File: config.mk
export PLATFORM = sky130hd
export DESIGN_NAME = regfile_seq
export DESIGN_NICKNAME = d
export VERILOG_FILES = /design/src/rtl/regfile_seq_pkg.sv /design/src/rtl/seq_timer.sv /design/src/rtl/regfile_seq.sv
export SDC_FILE = /design/constraint.sdc
export NUM_CORES = 1
export LEC_CHECK = 0
export CAP_MARGIN = 20
export CORE_MARGIN = 8
export CORE_UTILIZATION = 44
export CTS_CLUSTER_DIAMETER = 80
export CTS_CLUSTER_SIZE = 8
export DETAILED_ROUTE_END_ITERATION = 10
export PLACE_DENSITY = 0.75
export SYNTH_ARGS = -nofsm -noshare
export SYNTH_HDL_FRONTEND = slang
export SYNTH_SLANG_ARGS = --single-unit
File: constraint.sdc
create_clock -name CLK -period 1.59 [get_ports CLK]
set_input_delay 0.2385 -clock CLK [delete_from_list [all_inputs] [get_ports CLK]]
set_output_delay 0.2385 -clock CLK [all_outputs]
set_load 0.005 [all_outputs]
File: src/rtl/regfile_seq_pkg.sv
// Shared definitions for the register-file micro-sequencer: opcodes,
// FSM state encoding and instruction field positions.
package regfile_seq_pkg;

   localparam logic [3:0] OP_NOP  = 4'd0;
   localparam logic [3:0] OP_HALT = 4'd15;

   localparam int unsigned OP_HI   = 15;
   localparam int unsigned OP_LO   = 12;
   localparam int unsigned DST_HI  = 11;
   localparam int unsigned DST_LO  = 9;
   localparam int unsigned SRCA_HI = 8;
   localparam int unsigned SRCA_LO = 6;
   localparam int unsigned SRCB_HI = 5;
   localparam int unsigned SRCB_LO = 3;

   typedef enum logic [2:0] {
      S_IDLE   = 3'd0,
      S_DECODE = 3'd1,
      S_EXEC   = 3'd2,
      S_WRITE  = 3'd3,
      S_HALT   = 3'd4
   } state_t;

endpackage

File: src/rtl/seq_timer.sv
// EXEC-phase cycle counter: 8-bit up-counter with synchronous clear,
// count enable and a terminal flag at TIMEOUT_CYC.
module seq_timer #(
   parameter int unsigned TIMEOUT_CYC = 15
) (
   input  logic CLK,
   input  logic RST,
   input  logic CLR,
   input  logic EN,
   output logic TERM
);

   logic [7:0] count;

   // Count enabled cycles; clear has priority over enable.
   always_ff @(posedge CLK or negedge RST) begin
      if (!RST) begin
         count <= '0;
      end else if (CLR) begin
         count <= '0;
      end else if (EN) begin
         count <= count + 8'd1;
      end
   end

   assign TERM = (count == 8'(TIMEOUT_CYC));

endmodule

File: src/rtl/regfile_seq.sv
// Register-file micro-sequencer: accepts one instruction over valid/ready,
// drives register-file selects and the ALU through read/exec/write-back,
// with an EXEC timeout and a retired-instruction counter.
module regfile_seq
   import regfile_seq_pkg::*;
#(
   parameter int unsigned TIMEOUT_CYC = 15,
   parameter int unsigned CNT_W       = 16
) (
   input  logic             CLK,
   input  logic             RST,
   input  logic [15:0]      INSTR,
   input  logic             IVALID,
   output logic             IREADY,
   output logic [2:0]       ASEL,
   output logic [2:0]       BSEL,
   output logic [2:0]       DSEL,
   output logic [3:0]       ALUOP,
   output logic             ALU_GO,
   input  logic             ALU_DONE,
   output logic             HALTED,
   output logic             TIMEOUT,
   output logic [CNT_W-1:0] RETIRED
);

   state_t           state_q, state_d;
   logic [3:0]       op_q, op_d;
   logic [2:0]       dst_q, dst_d;
   logic [2:0]       srca_q, srca_d;
   logic [2:0]       srcb_q, srcb_d;
   logic [2:0]       asel_q, asel_d;
   logic [2:0]       bsel_q, bsel_d;
   logic [2:0]       dsel_q, dsel_d;
   logic             go_q, go_d;
   logic             halted_q, halted_d;
   logic             timeout_q, timeout_d;
   logic [CNT_W-1:0] retired_q, retired_d;
   logic             tmr_clr, tmr_en, tmr_term;
   logic             unused_instr_bits;

   assign unused_instr_bits = ^INSTR[2:0];

   // Timer runs through DECODE and EXEC so its value equals the EXEC cycle
   // number (GO cycle = 1) while in EXEC.
   seq_timer #(
      .TIMEOUT_CYC (TIMEOUT_CYC)
   ) u_timer (
      .CLK  (CLK),
      .RST  (RST),
      .CLR  (tmr_clr),
      .EN   (tmr_en),
      .TERM (tmr_term)
   );

   // Next-state and next-output logic for the sequencer FSM.
   always_comb begin
      state_d   = state_q;
      op_d      = op_q;
      dst_d     = dst_q;
      srca_d    = srca_q;
      srcb_d    = srcb_q;
      asel_d    = asel_q;
      bsel_d    = bsel_q;
      dsel_d    = '0;
      go_d      = 1'b0;
      halted_d  = halted_q;
      timeout_d = timeout_q;
      retired_d = retired_q;
      tmr_clr   = 1'b1;
      tmr_en    = 1'b0;
      case (state_q)
         S_IDLE: begin
            if (IVALID) begin
               op_d    = INSTR[OP_HI:OP_LO];
               dst_d   = INSTR[DST_HI:DST_LO];
               srca_d  = INSTR[SRCA_HI:SRCA_LO];
               srcb_d  = INSTR[SRCB_HI:SRCB_LO];
               state_d = S_DECODE;
            end
         end
         S_DECODE: begin
            tmr_clr = 1'b0;
            tmr_en  = 1'b1;
            if (op_q == OP_NOP) begin
               retired_d = retired_q + CNT_W'(1);
               state_d   = S_IDLE;
            end else if (op_q == OP_HALT) begin
               retired_d = retired_q + CNT_W'(1);
               halted_d  = 1'b1;
               state_d   = S_HALT;
            end else begin
               asel_d  = srca_q;
               bsel_d  = srcb_q;
               go_d    = 1'b1;
               state_d = S_EXEC;
            end
         end
         S_EXEC: begin
            tmr_clr = 1'b0;
            tmr_en  = 1'b1;
            // Done takes priority over the timer reaching its limit.
            if (ALU_DONE) begin
               dsel_d  = dst_q;
               state_d = S_WRITE;
            end else if (tmr_term) begin
               timeout_d = 1'b1;
               asel_d    = '0;
               bsel_d    = '0;
               state_d   = S_IDLE;
            end
         end
         S_WRITE: begin
            retired_d = retired_q + CNT_W'(1);
            asel_d    = '0;
            bsel_d    = '0;
            state_d   = S_IDLE;
         end
         S_HALT: begin
            state_d = S_HALT;
         end
         default: begin
            asel_d  = '0;
            bsel_d  = '0;
            state_d = S_IDLE;
         end
      endcase
   end

   // State and registered outputs; async reset drops any in-flight write.
   always_ff @(posedge CLK or negedge RST) begin
      if (!RST) begin
         state_q   <= S_IDLE;
         op_q      <= '0;
         dst_q     <= '0;
         srca_q    <= '0;
         srcb_q    <= '0;
         asel_q    <= '0;
         bsel_q    <= '0;
         dsel_q    <= '0;
         go_q      <= 1'b0;
         halted_q  <= 1'b0;
         timeout_q <= 1'b0;
         retired_q <= '0;
      end else begin
         state_q   <= state_d;
         op_q      <= op_d;
         dst_q     <= dst_d;
         srca_q    <= srca_d;
         srcb_q    <= srcb_d;
         asel_q    <= asel_d;
         bsel_q    <= bsel_d;
         dsel_q    <= dsel_d;
         go_q      <= go_d;
         halted_q  <= halted_d;
         timeout_q <= timeout_d;
         retired_q <= retired_d;
      end
   end

   assign IREADY  = (state_q == S_IDLE);
   assign ASEL    = asel_q;
   assign BSEL    = bsel_q;
   assign DSEL    = dsel_q;
   assign ALUOP   = op_q;
   assign ALU_GO  = go_q;
   assign HALTED  = halted_q;
   assign TIMEOUT = timeout_q;
   assign RETIRED = retired_q;

endmodule

==> impl_metrics.toml <==
[logic_synthesis]
synthXorXnorAreaFrac = 0.0825
synthSimpleGateAreaFrac = 0.161
netlist_area_um2 = 2230
ys_seq_elements = 52
synth_top_area_frac = 0.584
avgSynthCellArea_um2 = 12.6
async_flop_share = 1.00
synth.mux.area_fraction = 0.0707
yosys_warnings = 0
syn-num-nets = 199
synth_top_family_by_area = "simple AND/OR/NAND/NOR gates"
synth_flop_cell = "dfrtp_1"
yosysUniqueCellTypes = 36
synth_cells = 177
synthAdderAreaFrac = 0.0112
synth-compound-area-share = 0.0685
yosysTopAreaCell = "dfrtp_1"
ys_seq_area_frac = 0.584
synth_edf_count = 0
synthTopCellsByArea = "dfrtp_1, mux2_2, xor2_1"

[floorplan]
core_um2 = 5010
die_area_um2 = 7600
die-height_um = 87.2
start_util = 0.445
num_io_pins = 53
fp-row-count = 26
chipWidth_um = 87.2

[power_and_ir_drop]
p_leak_nw = 1.54
pwr-share-clk = 0.147
switching_share = 0.322
p_comb_frac = 0.457
internal_power_w = 0.00347
p_sw_w = 0.00165
power.density_nw_per_um2 = 1540
irDropWorstVdd_v = 0.000936
seqPwrFrac = 0.395

[run_status]
failed_checks = "setup timing"
outcome = "finished, violations left"

[setup_path]
startpoint_type = "flip-flop"
end_kind = "flip-flop"
crit_fanout = 4
cp.arrival_ps = 1850
required_ps = 1780
crit_type = "flip-flop to flip-flop"

[grt]
grt_antenna_before_repair = 0
grt_pass1_wl_um = 8250
grt_overflow_total = 0
grt_pass1_vias = 1758
grt_max_degree = 36
track_usage = 0.137

[final_layout]
num-nets-final = 286
fillers = 413
instances_no_fill = 335
area_delta_synth_final_pct = 48.8
post-route-util = 0.662
diodes = 0
drive_above_1_share = 0.317
postLayoutCellArea_um2 = 3320

[clocking]
path_clk_slew_ps = 90
cts_root_buf = "clkbuf_8"
clk_latency_ps = 300
cts_buffers = 5
htreeDepth = 2
cts_buffer_depth = 2
cts.sinks = 52
tritoncts = "yes"

[hold_path]
hold_class = "primary input to asynchronous set/reset pin"

[timing]
post-route-min-period_ps = 1660
finalSetupViolCount = 11
fin_crit_sh = 1.05
rsz0062_at_grt = "yes"
relSlewSlack = 0.656
fin_worst_skew_ps = 9.25
layout_setup_ws_ps = -72.6
max_freq_ghz = 0.601
finalMaxSlewViolations = 0
fin_setup_tns_ps = -420
hold_viol_final = 0
max_slew.worst_pin.slew_ps = 515

[routing]
drt_iter0_drc = 42
wl_per_cell_um = 14.7
antenna_left = 0
drtPass1Iterations = 4
wl_um = 4910
drc = 0
via_per_inst = 4.93
vias = 1650

[placed_design]
hpwlAfterDp_um = 3410
placed_area_um2 = 2990
gp_congestion = 0.781
io_buffers = 49
placedCellCount = 317

[run]
maxCapViolCount = 0
## registers in the layout, summed over array words and instances (netlist names)
register	flops
ASEL	3
srcb_q	3
HALTED	1
u_timer.count	8
TIMEOUT	1
dst_q	3
ALUOP	4
DSEL	3
state_q	3
RETIRED	16
BSEL	3
ALU_GO	1
srca_q	3
## final cells by class
cell class | count | area [µm²] | share of cell area
clock buffers | 8 | 90.1 | 0.0271
inverters | 6 | 22.5 | 0.00679
multi-input cells | 115 | 1010 | 0.304
flip-flops and latches | 52 | 1310 | 0.394
well taps | 70 | 87.6 | 0.0264
repair buffers | 84 | 805 | 0.242
## power by group through the flow
stage | combinational [W] | sequential (W) | clock (W)
6_report | 0.00234 | 0.00202 | 0.000754
5_1_grt | 0.00254 | 0.00208 | 0.000841
4_1_cts | 0.00208 | 0.00203 | 0.000787
3_5_place_dp | 0.00199 | 0.00204 | 0
3_3_place_gp | 0.00194 | 0.00203 | 0
2_1_floorplan | 0.000975 | 0.00203 | 0
## metrics by stage
stage	hold WS [ps]	setup WS, ps	power (W)
6_report	409	-72.6	0.00512
5_1_grt	449	-148	0.00546
4_1_cts	413	-91.9	0.00489
3_5_place_dp	204	-211	0.00403
3_3_place_gp	195	-184	0.00397
2_1_floorplan	-57.1	0.484	0.00300
## per-layer routing
layer | wire, µm | GRT usage | up-vias | part of all wire
li1 | - | - | 788 | -
met1 | 2010 | 0.160 | 816 | 0.41
met2 | 2550 | 0.234 | 41 | 0.52
met3 | 313 | 0.0434 | 5 | 0.064
met4 | 43 | 0.0375 | 0 | 0.0088
met5 | 0 | 0 | - | 0
## worst max-delay path, stage by stage, from the launching register on
cell     delay [ps]
dfrtp_1         430
nor4_4           60
buf_4           150
or3_4           420
buf_12          140
nand2_4          60
mux2_4          290
## synth_stat cells, types with 2 or more instances
| cell type | number |
|---|---|
| xnor2_1 | 7 |
| xor2_1 | 14 |
| and3_1 | 3 |
| buf_4 | 3 |
| nor2_1 | 16 |
| inv_1 | 6 |
| ha_1 | 2 |
| and2_1 | 6 |
| a22o_1 | 6 |
| nand4_1 | 2 |
| nand3_1 | 9 |
| nor4_1 | 3 |
| mux2_2 | 14 |
| nor3_1 | 6 |
| nand2_1 | 8 |
| dfrtp_1 | 52 |
## kinds of logic after synthesis
| kind of cell | after synthesis |
|---|---|
| flops | 52 |
| simple gates | 63 |
| compound gates | 15 |
| fa+ha+maj | 2 |
| buf+inv | 10 |
| mux | 14 |
| xor+xnor | 21 |
## cell usage in the layout, fill, tap and decap left out, types with 2 or more instances in the layout
cell	n
nor2_2	2
a22o_1	6
nand3_1	9
mux2_2	13
nor4_2	3
and3_1	3
nor2_4	2
dlygate4sd2_1	4
buf_6	5
clkbuf_1	2
ha_1	2
nand4_1	2
nand2_1	7
clkdlybuf4s50_1	43
inv_1	6
dfrtp_2	4
dfrtp_1	48
buf_4	26
xor2_1	14
xnor2_1	7
buf_12	3
and2_1	6
clkbuf_8	6
nor2_1	12
nor3_4	7
## timing repair
action,CTS,global route
resized for setup,14,24
pin swaps,2,12
endpoints found under the setup margin,17,24
hold endpoints to repair,17,0
buffers inserted,4,6
hold buffers,1,0
## final timing paths
path                                  start               end  slack, ps  cells past startpoint
setup / recovery                   ALUOP[3]        RETIRED[1]        -70                      6
min in group CLK           u_timer.count[0]  u_timer.count[0]        460                      1
hold reg to reg            u_timer.count[0]  u_timer.count[0]        460                      1
setup reg to reg                   ALUOP[3]        RETIRED[1]        -70                      6
hold / removal                          RST       RETIRED[15]        410                      2
max in group asynchronous               RST          ALUOP[2]        630                      3
Power figures use the tool's default switching activity.
